--- config.mk ---
export PLATFORM = sky130hd
export DESIGN_NAME = ysyx_25050148_lsu
export DESIGN_NICKNAME = d
export VERILOG_FILES = /design/src/rtl/ysyx_25050148_lsu.sv
export SDC_FILE = /design/constraint.sdc
export NUM_CORES = 1
export LEC_CHECK = 0
export BUFFER_PORTS_ARGS = -buffer_cell sky130_fd_sc_hd__buf_2
export CAP_MARGIN = 20
export CORE_MARGIN = 4
export CORE_UTILIZATION = 50
export CTS_CLUSTER_SIZE = 25
export DETAILED_ROUTE_END_ITERATION = 10
export PLACE_DENSITY = 0.84
export SETUP_SLACK_MARGIN = 0.3
export SLEW_MARGIN = 10
export SYNTH_ARGS = -nofsm -noshare
export SYNTH_HDL_FRONTEND = slang
export SYNTH_SLANG_ARGS = --single-unit
--- constraint.sdc ---
create_clock -name clk -period 6.2 [get_ports clk]
set_input_delay 1.86 -clock clk [delete_from_list [all_inputs] [get_ports clk]]
set_output_delay 1.86 -clock clk [all_outputs]
set_load 0.02 [all_outputs]
--- src/rtl/ysyx_25050148_lsu.sv ---
// NPC load/store unit: one operation in flight, emulated access latency,
// misalignment/illegal-op screening and a held response for write-back.
module ysyx_25050148_lsu #(
  parameter int LATENCY = 1
) (
  input  logic        clk,
  input  logic        rst_n,
  input  logic        in_valid,
  output logic        in_ready,
  input  logic        in_load,
  input  logic        in_store,
  input  logic [2:0]  in_func3,
  input  logic [31:0] in_addr,
  input  logic [31:0] in_wdata,
  output logic        out_valid,
  input  logic        out_ready,
  output logic [31:0] out_data,
  output logic        out_err,
  output logic        read_valid,
  output logic [31:0] raddr,
  output logic [2:0]  func3,
  output logic        write_valid,
  output logic        wen,
  output logic [31:0] waddr,
  output logic [3:0]  wmask,
  output logic [31:0] wdata,
  input  logic [31:0] read_data
);

  typedef enum logic [1:0] {
    S_IDLE,
    S_ACCESS,
    S_RESP
  } state_t;

  localparam logic [3:0] LAT_M1 = 4'(LATENCY - 1);

  state_t      r_state;
  state_t      w_nxt;
  logic        r_load;
  logic        r_store;
  logic [2:0]  r_func3;
  logic [31:0] r_addr;
  logic [31:0] r_wdata;
  logic [3:0]  r_cnt;
  logic [31:0] r_data;
  logic        r_err;

  logic w_ld_ok;
  logic w_st_ok;
  logic w_illegal;
  logic w_misal;
  logic w_err;
  logic w_mem;
  logic w_acc;
  logic w_last;

  always_comb begin
    w_ld_ok = 1'b0;
    w_st_ok = 1'b0;
    unique case (in_func3)
      3'b000, 3'b001, 3'b010: begin
        w_ld_ok = 1'b1;
        w_st_ok = 1'b1;
      end
      3'b100, 3'b101: w_ld_ok = 1'b1;
      default: ;
    endcase
    w_illegal = (in_load & in_store)
              | (in_load & ~w_ld_ok)
              | (in_store & ~w_st_ok);
    // size comes from func3[1:0]: 01 half, 10 word
    w_misal = (in_load | in_store)
            & (((in_func3[1:0] == 2'b01) & in_addr[0])
            | ((in_func3[1:0] == 2'b10) & (|in_addr[1:0])));
    w_err = w_illegal | w_misal;
    w_mem = (in_load | in_store) & ~w_err;
  end

  assign w_acc  = (r_state == S_IDLE) & in_valid;
  assign w_last = (r_state == S_ACCESS) & (r_cnt == 4'd0);

  always_comb begin
    w_nxt = r_state;
    unique case (r_state)
      S_IDLE:   if (in_valid) w_nxt = w_mem ? S_ACCESS : S_RESP;
      S_ACCESS: if (r_cnt == 4'd0) w_nxt = S_RESP;
      S_RESP:   if (out_ready) w_nxt = S_IDLE;
      default:  w_nxt = S_IDLE;
    endcase
  end

  always_ff @(posedge clk or negedge rst_n) begin
    if (!rst_n) begin
      r_state <= S_IDLE;
      r_load  <= 1'b0;
      r_store <= 1'b0;
      r_func3 <= 3'd0;
      r_addr  <= 32'd0;
      r_wdata <= 32'd0;
      r_cnt   <= 4'd0;
      r_data  <= 32'd0;
      r_err   <= 1'b0;
    end else begin
      r_state <= w_nxt;
      if (w_acc) begin
        r_load  <= in_load;
        r_store <= in_store;
        r_func3 <= in_func3;
        r_addr  <= in_addr;
        r_wdata <= in_wdata;
        r_cnt   <= LAT_M1;
        r_data  <= 32'd0;
        r_err   <= w_err;
      end else if (r_state == S_ACCESS) begin
        if (r_cnt == 4'd0) begin
          r_data <= r_load ? read_data : 32'd0;
        end else begin
          r_cnt <= r_cnt - 4'd1;
        end
      end
    end
  end

  always_comb begin
    in_ready    = 1'b0;
    out_valid   = 1'b0;
    out_data    = 32'd0;
    out_err     = 1'b0;
    read_valid  = 1'b0;
    raddr       = 32'd0;
    func3       = 3'd0;
    write_valid = 1'b0;
    wen         = 1'b0;
    waddr       = 32'd0;
    wmask       = 4'd0;
    wdata       = 32'd0;
    unique case (r_state)
      S_IDLE: in_ready = 1'b1;
      S_ACCESS: begin
        read_valid = r_load;
        raddr      = r_addr;
        waddr      = r_addr;
        wdata      = r_wdata;
        func3      = r_func3;
        // single write on the final access cycle
        if (r_store & w_last) begin
          write_valid = 1'b1;
          wen         = 1'b1;
          unique case (r_func3[1:0])
            2'b00:   wmask = 4'b0001;
            2'b01:   wmask = 4'b0011;
            default: wmask = 4'b1111;
          endcase
        end
      end
      S_RESP: begin
        out_valid = 1'b1;
        out_data  = r_data;
        out_err   = r_err;
      end
      default: ;
    endcase
  end

endmodule

# ---- Yosys cells after proc, flatten, opt, wreduce, memory -nomap -nowiden
# Cells that the tools add are included.
dict set report word_totals {
  reg_bits 108
  latch_bits 0
  ram_bits 0
  mem_bits_ro 0
  inputBits 105
  output_inout_bits 141
  word_cells 80
  n_memories 0
}
dict set report classes {
  n_addsub 1
  mul 0
  div_mod_pow 0
  magnitude_cmp 0
  n_eq_ne 13
  shifts 0
  mux 27
  n_bitwise 18
  n_reduce_logical 12
}
# op n
set ops {}
lappend ops {{two-way mux 32 bit} 7}
lappend ops {{two-way mux 4 bit} 5}
lappend ops {{bitwise AND 1 bit} 10}
lappend ops {{two-way mux 1 bit} 8}
lappend ops {{two-way mux 2 bit} 4}
lappend ops {{case mux 4 bit (2 select lines)} 1}
lappend ops {{== test 2 x 1 -> 1 bit, second input constant} 3}
lappend ops {{== test 3 bit, second input constant} 2}
lappend ops {{!= test 2 bit, second input constant} 3}
lappend ops {{case mux 2 bit (3 select lines)} 1}
lappend ops {{bitwise OR 1 bit} 5}
lappend ops {{OR reduction 5 bit} 1}
lappend ops {{== test 2 bit, second input constant} 2}
lappend ops {{zero test 2 bit} 2}
lappend ops {{zero test 4 bit} 1}
lappend ops {{AND reduction 2 bit} 2}
lappend ops {{nonzero test 2 bit} 2}
lappend ops {{subtractor 4 x 1 -> 4 bit, second input constant} 1}
lappend ops {{== test 3 x 1 -> 1 bit, second input constant} 1}
lappend ops {{== test 3 x 2 -> 1 bit, second input constant} 1}
lappend ops {{zero test 3 bit} 1}
lappend ops {{two-way mux 3 bit} 1}
lappend ops {{inverter 1 bit} 3}
lappend ops {{AND reduction 3 bit} 1}
lappend ops {{other kinds (3)} 3}

# ---- Longest topological paths before layout
# Gate-level depths: netlist of the first run.
dict set report logic_depth {
  depth_word 13
  ltp_mapped 7
  depth_no_buf 5
}

# ---- Worst setup path before layout of the first run
# Ideal clock, no wire load.
dict set report synth_timing {
  kind {register to output}
  from {register r_cnt[0]}
  to {output wmask[3]}
  arrival_time_ns 1.729
  required_time_ns 4.340
  setup_slack_ns 2.611
  path_stages_with_launch 7
  path_buffers 1
  path_cell_list {dfrtp_1 -> inv_1 -> ha_1 -> nor3b_2 -> and3_1 -> and2_1 -> buf_4}
}
dict set report synth_via {
  elab_chain_cells 5
}
# item line_no
set synth_lines {}
lappend synth_lines {{from (decl)} 45} ;# logic [3:0] r_cnt;
lappend synth_lines {{from (signal assigned)} 119} ;# r_cnt <= r_cnt - 4'd1;
lappend synth_lines {{zero test 4 bit} 81} ;# assign w_last = (r_state == S_ACCESS) & (r_cnt == 4'd0);
lappend synth_lines {{bitwise AND 1 bit} 81}
lappend synth_lines {{bitwise AND 1 bit} 147} ;# if (r_store & w_last) begin
lappend synth_lines {{two-way mux 4 bit} 147}
lappend synth_lines {{two-way mux 4 bit} 138} ;# unique case (r_state)
lappend synth_lines {{to (decl)} 25} ;# output logic [3:0] wmask,
# No other way between the ends.

# ---- Final worst setup path of the first run
dict set report layout_timing {
  from {register r_state[1]}
  to {output wdata[10]}
}
dict set report layout_via {
  elab_chain_cells 2
}
# item line_no
set layout_lines {}
lappend layout_lines {{from (decl)} 38} ;# state_t r_state;
lappend layout_lines {{from (signal assigned)} 105} ;# r_state <= w_nxt;
lappend layout_lines {{== test 2 x 1 -> 1 bit} 138}
lappend layout_lines {{two-way mux 32 bit} 138}
lappend layout_lines {{to (decl)} 26} ;# output logic [31:0] wdata,
# No other way between the ends.

==> impl_metrics.json, run 1 <==
{
  "status": "completed",
  "rsz0062_at_grt": "false",
  "post_drt_wl_per_cell_microns": 16.81,
  "synth_edf_count": 0,
  "hold_path_class": "reg -> reg",
  "cts_setup_buffers": 0,
  "grt.overflow.total": 0,
  "die_h_microns": 114.8,
  "r2r_end": "r_data[27]$_DFFE_PN0P_",
  "clock_power_share_pct": 17.9,
  "dr.pass1.iters": 4,
  "drtAntennaViolNets": 0,
  "syn_avg_cell_area_sq_um": 11.62,
  "total_power_w": 0.003002,
  "cp_max_fo": 71,
  "drc_errors": 0,
  "layout_commonest_cell": "buf_2",
  "yosysSeqAreaShare_pct": 47.38,
  "setup_viol": 0,
  "whs_ps": 498.3,
  "p_int_w": 0.001898,
  "cellLeakagePower_nw": 3.816,
  "drv_cap": 0,
  "dieArea_sq_um": 13180,
  "cp-start-kind": "register",
  "skew_ps": 7.581,
  "ir_worst_vdd_uv": 197.6,
  "antenna_found_initial": 0,
  "final_cell_mix": "buf_2, dfrtp_1, and2_1",
  "grt_max_degree": 72,
  "worstHoldStart": "r_addr[21]$_DFFE_PN0P_",
  "insertion_delay_ps": 330,
  "ys.flop_type": "dfrtp_1",
  "grt_pass1_wl_microns": 21960,
  "yosys-top-cells-area": "dfrtp_1, mux2_4, and2_1",
  "fmax_ghz": 0.2288,
  "fin_crit_ps": 4371,
  "syn-instance-count": 491,
  "switching_share_pct": 36.78,
  "worst_slew_pin_slew_ps": 1118,
  "fp.dieW_microns": 114.8,
  "clk_pin_slew_ps": 70,
  "cts_made_buffers": 9,
  "async_flop_share_pct": 100.0,
  "start_util_pct": 51.94,
  "routed.top_layer": "met4",
  "synth_cell_types": 37,
  "grt_pass1_vias": 4339,
  "area_growth_pct": 21.32,
  "hold_buffers": 0,
  "arrival_ps": 2510,
  "cts_root_buf": "clkbuf_16",
  "ctsResizeCount": 0,
  "rows": 38,
  "grtUsageTotal_pct": 20.55,
  "combPwrFrac_pct": 42.3,
  "final_area_sq_um": 6920,
  "yosysWarnings": 0,
  "p_switching_w": 0.001104,
  "powerDensity_nw_per_um2": 433.8,
  "hold_viol": 0,
  "cp-end-kind": "output pin",
  "cts_tree": "built",
  "share_seq_of_total_power_pct": 39.9,
  "place_congestion": 0.8034,
  "cts.sinks": 108,
  "port_buffers": 245,
  "drt-total-wl_microns": 13810,
  "pin_count": 246,
  "synthesis.nets": 597,
  "slew_headroom_pct": 25.48,
  "drt_iter0_drc": 352,
  "drive_above_1_share_pct": 49.85,
  "ff2ff_path_depth": 4,
  "post-route-period-util_pct": 70.50,
  "place_area_sq_um": 6610,
  "vias": 4359,
  "core_sq_um": 10980,
  "dp_hpwl_microns": 9950,
  "wl_met1_microns": 5650,
  "nets": 783,
  "route.met2.wl_microns": 6702,
  "yosysTopAreaCell": "dfrtp_1",
  "rrSetupSlack_ps": 3890,
  "maxSlewViolCount": 0,
  "min_to": "r_addr[21]$_DFFE_PN0P_",
  "timing.rr.start": "r_state[1]$_DFFE_PN0P_",
  "path_class": "reg -> out",
  "ys_ff_latch": 108,
  "synth.cell_area_sq_um": 5704,
  "avgViaCountPerCell": 5.303,
  "fin_util_pct": 63.01,
  "clk_path_buf_depth": 2,
  "cp.required_ps": 4340,
  "h-tree-depth": 3,
  "synth_top_area_share_pct": 47.38,
  "route.met3.wl_microns": 1233,
  "diodes": 0,
  "min_path_cells": 1,
  "final.setup.tns_ps": 0
}
==> stage by stage <==
stage               worst slack, ps  cells
floorplan                      2611    491
global placement               2017    803
detailed placement             2156    804
CTS                            1786    820
global route                   1629    822
finish                         1829    822
==> per-layer routing <==
layer | global-route usage [%] | vias up
met4 | 5.243 | 0
met3 | 5.211 | 24
met1 | 27.49 | 2102
met5 | 0 | -
met2 | 33.76 | 214
li1 | - | 2019
==> state kept, by name, indices dropped and copies added (netlist names) <==
| name | cells |
|---|---|
| r_addr | 32 |
| r_cnt | 4 |
| r_data | 32 |
| r_err | 1 |
| r_func3 | 3 |
| r_load | 1 |
| r_state | 2 |
| r_store | 1 |
| r_wdata | 32 |
==> logic make-up (layout without fill, tap and decap cells) <==
kind of cell	Yosys count	after routing	share of synthesized area [%]
AO/OA/AOI/OAI	79	79	7.502
flip-flops	108	108	47.38
buffers and inverters	79	270	9.827
adder cells (fa/ha/maj)	1	1	0.2193
multiplexers	71	71	18.38
AND/OR/NAND/NOR	153	153	16.69
==> worst max-delay path by stage <==
| stage | from | end | depth (start not counted) |
|---|---|---|---|
| after global routing | r_state[1]$_DFFE_PN0P_ | wdata[4] | 4 |
| after global placement | r_cnt[0]$_DFFE_PN0P_ | wmask[3] | 6 |
| after CTS | r_state[1]$_DFFE_PN0P_ | wdata[10] | 4 |
| after detailed placement | r_state[1]$_DFFE_PN0P_ | wdata[10] | 4 |
| final | r_state[1]$_DFFE_PN0P_ | wdata[10] | 4 |
| after floorplan | r_cnt[0]$_DFFE_PN0P_ | wmask[3] | 6 |
==> worst max-delay path: stages, from the launching register on <==
cell and delay, ps:
dfrtp_1 450, and2b_2 900, buf_4 470, and2_1 180, buf_2 160
==> cells in the mapped netlist, types with 2 or more instances <==
cell type	n
nand3_1	2
inv_1	2
mux2_2	2
buf_4	35
and2_1	103
buf_6	2
buf_2	3
nand4_1	32
nor2_1	4
a21oi_1	35
o21ai_0	34
nand2_1	2
mux2i_1	2
buf_12	7
clkbuf_1	30
mux2_4	67
dfrtp_1	108
o21a_1	2
==> power groups by stage <==
stage	clock (W)	sequential [W]	combinational [W]
floorplan	0	0.00110	0.00110
global placement	0	0.00118	0.00120
detailed placement	0	0.00119	0.00127
CTS	0.000551	0.00119	0.00126
global route	0.000585	0.00123	0.00136
finish	0.000537	0.00120	0.00127
==> final cells by class <==
cell class	count	area, sq um
clock inverters	4	23.77
flip-flops and latches	108	2703
repair buffers	252	1304
well taps	140	175.2
clock buffers	12	256.5
fillers	922	4063
inverters	2	7.507
multi-input cells	304	2451
No activity file was read; power rests on OpenSTA's default activity.
==> run 2: changes to the inputs <==
ABC_AREA = 1   (was not set)
CORE_UTILIZATION = 42   (was 50)
PLACE_DENSITY = 0.78   (was 0.84)
clock period = 3.85 ns   (was 6.2 ns; I/O delays follow)
==> run 2 against run 1 <==
Against the previous run:
- clock skew shrank 2.4 ps
- flip-flop and latch count is the same
- largest cell class unchanged
- non-clock buffer count grew 1
- sequential power grew 43%
- setup slack lost 1200 ps
==> impl_metrics.json, run 2 <==
{
  "reg_top3": "r_addr (32), r_data (32), r_wdata (32)",
  "dr.pass1.iters": 4,
  "yosysWarnings": 0,
  "drt_iter0_drc": 204,
  "yosysTopAreaCell": "dfrtp_1",
  "pin_count": 246,
  "skew_ps": 5.151,
  "place_congestion": 0.7879,
  "grt_pass1_wl_microns": 21400,
  "cts_made_buffers": 9,
  "cts_tree": "built",
  "grt.overflow.total": 0,
  "timing.rr.start": "r_state[1]$_DFFE_PN0P_",
  "syn_avg_cell_area_sq_um": 7.979,
  "worstHoldStart": "r_func3[1]$_DFFE_PN0P_",
  "core_sq_um": 11610,
  "drtAntennaViolNets": 0,
  "cp-start-kind": "register",
  "synth_common_cells": "inv_1, nor2_1, dfrtp_1, nand2_1, o21ai_0",
  "synth_edf_count": 0,
  "h-tree-depth": 3,
  "post_drt_wl_per_cell_microns": 13.22,
  "ir_worst_vdd_uv": 335.4,
  "maxSlewViolCount": 0,
  "syn-instance-count": 637,
  "ctsResizeCount": 0,
  "path_class": "reg -> out",
  "post-route-period-util_pct": 83.45,
  "antenna_found_initial": 0,
  "arrival_ps": 2060,
  "synth.cell_area_sq_um": 5082,
  "hold_viol": 0,
  "fp.dieW_microns": 118.0,
  "clk_path_buf_depth": 2,
  "fillers": 1119,
  "cts_root_buf": "clkbuf_16",
  "min_to": "r_func3[1]$_DFFE_PN0P_",
  "setup_viol": 0,
  "diodes": 0,
  "ff_latch_area_sq_um": 2703,
  "rows": 39,
  "start_util_pct": 43.76,
  "dp_hpwl_microns": 9794,
  "grt_max_degree": 58,
  "drt-total-wl_microns": 12980,
  "synth_top_area_share_pct": 53.18,
  "vias": 4478,
  "rsz0062_at_grt": "false",
  "slew_headroom_pct": 39.78,
  "multi_input_area_sq_um": 1410,
  "ys_ff_latch": 108,
  "area_growth_pct": 27.38,
  "status": "completed",
  "cellLeakagePower_nw": 3.820,
  "yosys-top-cells-area": "dfrtp_1, inv_1, nor2_1",
  "final_cell_mix": "buf_2, inv_1, nor2_1",
  "powerDensity_nw_per_um2": 702.4,
  "ff2ff_path_depth": 6,
  "cts.sinks": 108,
  "drive_above_1_share_pct": 32.90,
  "rrSetupSlack_ps": 1700,
  "synthesis.nets": 743,
  "drc_errors": 0,
  "fmax_ghz": 0.3113,
  "yosys.cell_count.top_type": "inv_1",
  "grt_pass1_vias": 4408,
  "fin_util_pct": 55.74,
  "nets": 941,
  "avgViaCountPerCell": 4.560,
  "die_h_microns": 118.0,
  "cp.required_ps": 2690,
  "async_flop_share_pct": 100.0,
  "hold_path_class": "reg -> reg",
  "insertion_delay_ps": 330,
  "hold_buffers": 0,
  "worst_slew_pin_slew_ps": 903.2,
  "dieArea_sq_um": 13930,
  "ys.flop_type": "dfrtp_1",
  "final.setup.tns_ps": 0,
  "fin_crit_ps": 3213,
  "whs_ps": 491.3,
  "synth_cell_types": 25,
  "layout_commonest_cell": "buf_2",
  "clk_pin_slew_ps": 70,
  "min_path_cells": 2,
  "grtUsageTotal_pct": 18.78,
  "drv_cap": 0,
  "port_buffers": 245,
  "cp_max_fo": 52,
  "cp-end-kind": "output pin",
  "cts_setup_buffers": 0,
  "yosysSeqAreaShare_pct": 53.18,
  "r2r_end": "r_addr[30]$_DFFE_PN0P_"
}
-- run 2: changes by cell type after synthesis, sizes merged, moves of 33 or more --
cell / change
o21ai: +39
nand2: +81
o22ai: +33
nor2: +107
and2: -103
mux2: -69
inv: +144
-- run 2: worst max-delay path by stage --
stage | from | end | slack (ps) | cells past startpoint
2_1_floorplan | r_state[1]$_DFFE_PN0P_ | waddr[11] | 1150 | 6
3_3_place_gp | in_valid | r_err$_DFFE_PN0P_ | 980 | 6
3_5_place_dp | in_valid | r_addr[3]$_DFFE_PN0P_ | 910 | 5
4_1_cts | r_state[0]$_DFFE_PN0P_ | wdata[24] | 560 | 6
5_1_grt | r_state[0]$_DFFE_PN0P_ | wdata[24] | 440 | 6
6_report | r_state[0]$_DFFE_PN0P_ | wdata[24] | 640 | 6
-- run 2: worst max-delay path, cell delays in order, from the launching register on --
cell	delay [ps]
dfrtp_1	410
inv_2	80
nor2_2	50
inv_2	630
buf_4	310
nor2_1	60
buf_2	150
-- run 2: final cells by class --
class	count	share of cell area [%]
clock inverter	5	1.314
timing repair buffer	253	20.22
tap	143	2.764
multi-input combinational	317	21.78
clock buffer	10	3.692
sequential	108	41.75
inverter	146	8.485
-- run 2: kinds of logic (layout without fill, tap and decap cells) --
| family | count (synthesis) | count (layout) | synth area share, % |
|---|---|---|---|
| buffers and inverters | 212 | 414 | 19.08 |
| and+or+nand+nor | 204 | 204 | 15.51 |
| AOI/OAI and AO/OA | 111 | 111 | 11.82 |
| DFF | 108 | 108 | 53.18 |
| adders and majority gates | 1 | 1 | 0.2461 |
| xor gates and xnor gates | 1 | 1 | 0.1724 |
-- run 2: per-stage QoR --
step / area [sq um] / total power, W / cells / worst slack, ps
2_1_floorplan: 5082 / 0.003113 / 637 / 1153
3_3_place_gp: 6135 / 0.003519 / 966 / 982.3
3_5_place_dp: 6135 / 0.003583 / 966 / 912.2
4_1_cts: 6459 / 0.004593 / 981 / 556.3
5_1_grt: 6474 / 0.004923 / 982 / 435.2
6_report: 6474 / 0.004547 / 982 / 637.2
-- run 2: routing by layer --
layer / up-vias / share of wire (%) / GRT usage, %
met5: - / 0 / 0
met4: 0 / 0.78 / 4.396
met3: 9 / 8.1 / 5.094
met2: 178 / 48 / 31.84
met1: 2026 / 43 / 24.01
li1: 2265 / - / -
-- run 2: power by group --
group | internal (W) | switching (W) | total [W]
Clock | 0.000588 | 0.000404 | 0.000992
Sequential | 0.00157 | 0.000143 | 0.00172
Combinational | 0.000550 | 0.00129 | 0.00184
Total | 0.00271 | 0.00183 | 0.00455
==> run 3: changes to the inputs <==
CORE_UTILIZATION = 46   (was 42)
PLACE_DENSITY = 0.81   (was 0.78)
clock period = 3.21 ns   (was 3.85 ns; I/O delays follow)
==> run 3 against run 2 <==
Against the previous run:
- global-route usage is 0.92 points higher
- sequential power grew 20%
- routed wire length is 2.8% lower
- core utilization is 2.8 points higher
- sequential share of layout area grew 0.85 points
- hold slack improved by 15 ps
- flip-flop and latch count unchanged
- first-iteration DRC count up 34%
- power up 12%
- non-clock buffer count fell by 2
- critical endpoint is now out_data[17]
==> impl_metrics.json, run 3 (same netlist as run 2, synthesis figures left out) <==
{
  "setup_viol": 0,
  "dp_hpwl_microns": 9382,
  "diodes": 0,
  "path_buf_inv": 1,
  "fp.dieW_microns": 113.1,
  "grtUsageTotal_pct": 19.69,
  "post-route-period-util_pct": 83.69,
  "drv_cap": 0,
  "cellLeakagePower_nw": 3.756,
  "worstPathCellList": "nand2_2 > nor2_1 > buf_2",
  "timing.rr.start": "r_state[1]$_DFFE_PN0P_",
  "dieArea_sq_um": 12790,
  "drive_above_1_share_pct": 32.94,
  "r2r_end": "r_addr[12]$_DFFE_PN0P_",
  "grt.overflow.total": 0,
  "layout_setup_ws_ps": 523.6,
  "ir_worst_vdd_uv": 389.0,
  "min_to": "r_func3[1]$_DFFE_PN0P_",
  "drt_iter0_drc": 273,
  "final_cell_mix": "buf_2, inv_1, dfrtp_1",
  "grt_pass1_wl_microns": 20280,
  "h-tree-depth": 3,
  "hold_path_class": "reg -> reg",
  "drtAntennaViolNets": 0,
  "cts_tree": "built",
  "cp_max_fo": 35,
  "pin_count": 246,
  "clk_path_buf_depth": 2,
  "post-place-ws_ps": 393.9,
  "cts_made_buffers": 9,
  "core_sq_um": 10840,
  "die_h_microns": 113.1,
  "fin_crit_ps": 2686,
  "insertion_delay_ps": 360,
  "vias": 4410,
  "grt_pass1_vias": 4277,
  "final_cell_count_no_fill": 978,
  "cts.sinks": 108,
  "min_path_cells": 2,
  "critPathSlowestCell": "dfrtp_1",
  "rows": 38,
  "drc_errors": 0,
  "skew_ps": 12.03,
  "grt_max_degree": 136,
  "ff2ff_path_depth": 5,
  "hold_viol": 0,
  "drt-total-wl_microns": 12610,
  "worstHoldStart": "r_func3[1]$_DFFE_PN0P_",
  "cp-end-kind": "output pin",
  "cts_root_buf": "clkbuf_8",
  "dr.pass1.iters": 4,
  "avgViaCountPerCell": 4.509,
  "cp.required_ps": 2250,
  "antenna_found_initial": 2,
  "cp-start-kind": "register",
  "fmax_ghz": 0.3722,
  "slew_headroom_pct": 56.44,
  "layout_commonest_cell": "buf_2",
  "reg_top3": "r_addr (32), r_data (32), r_wdata (32)",
  "start_util_pct": 46.88,
  "path_delay_family": "simple AND/OR/NAND/NOR gates",
  "dp_cells": 962,
  "path_class": "reg -> out",
  "rrSetupSlack_ps": 1420,
  "arrival_ps": 1720,
  "rsz0062_at_grt": "false",
  "status": "completed",
  "port_buffers": 245,
  "hold_buffers": 0,
  "worst_slew_pin_slew_ps": 651.1,
  "area_growth_pct": 24.84,
  "place_congestion": 0.7853,
  "powerDensity_nw_per_um2": 800.2,
  "total_power_w": 0.005077,
  "cpPeakStageDelay_ps": 480,
  "final.setup.tns_ps": 0,
  "nets": 939,
  "maxSlewViolCount": 0,
  "post_drt_wl_per_cell_microns": 12.89,
  "clk_pin_slew_ps": 100
}
## run 3: worst max path at each step
stage / end / slack, ps / depth (start not counted) / from
finish: out_data[17] / 520 / 3 / r_state[1]$_DFFE_PN0P_
CTS: wmask[2] / 310 / 7 / r_cnt[0]$_DFFE_PN0P_
global route: wmask[1] / 320 / 7 / r_cnt[0]$_DFFE_PN0P_
global placement: waddr[25] / 420 / 5 / r_state[0]$_DFFE_PN0P_
detailed placement: waddr[25] / 390 / 5 / r_state[0]$_DFFE_PN0P_
floorplan: waddr[11] / 710 / 6 / r_state[1]$_DFFE_PN0P_
## run 3: through the flow
| step | hold slack [ps] | area [sq um] | util (%) |
|---|---|---|---|
| 2_1_floorplan | 449.6 | 5082 | - |
| 3_3_place_gp | 469.1 | 6123 | 56.49 |
| 3_5_place_dp | 480.4 | 6123 | 56.49 |
| 4_1_cts | 505.1 | 6327 | 58.37 |
| 5_1_grt | 537.7 | 6345 | 58.53 |
| 6_report | 506.2 | 6345 | 58.53 |
## run 3: final cells by class
cell class	instances	area [sq um]
fillers	1001	4496
clock inverters	4	56.30
multi-input cells	317	1425
well taps	140	175.2
clock buffers	12	145.1
flip-flops and latches	108	2703
inverters	146	554.3
repair buffers	251	1286
## run 3: per-layer routing
metal,vias to the layer above,global-route usage [%],wire length (microns)
met3,14,6.096,1158
met1,1953,25.15,5255
met4,4,6.170,144
li1,2264,-,-
met2,175,32.23,6026
met5,-,0,27
## run 3: where the power goes
group | switching [W] | total, W | internal [W]
combinational | 0.00153 | 0.00218 | 0.000645
clock | 0.000447 | 0.000837 | 0.000391
sequential | 0.000176 | 0.00206 | 0.00188
total | 0.00216 | 0.00508 | 0.00292
## run 3: timing repair
action / CTS / global route
endpoints found under the hold margin: 0 / 0
buffers inserted: 0 / 0
pin swaps: 0 / 0
gates resized for setup: 1 / 5
endpoints found under the setup margin: 100 / 28
## run 3: worst reg2reg max path, delay by kind of cell, from the launching register on
family	cells	cell delay [ps]
simple gates	2	410
compound gates	1	290
buf+inv	2	490
flops	1	460
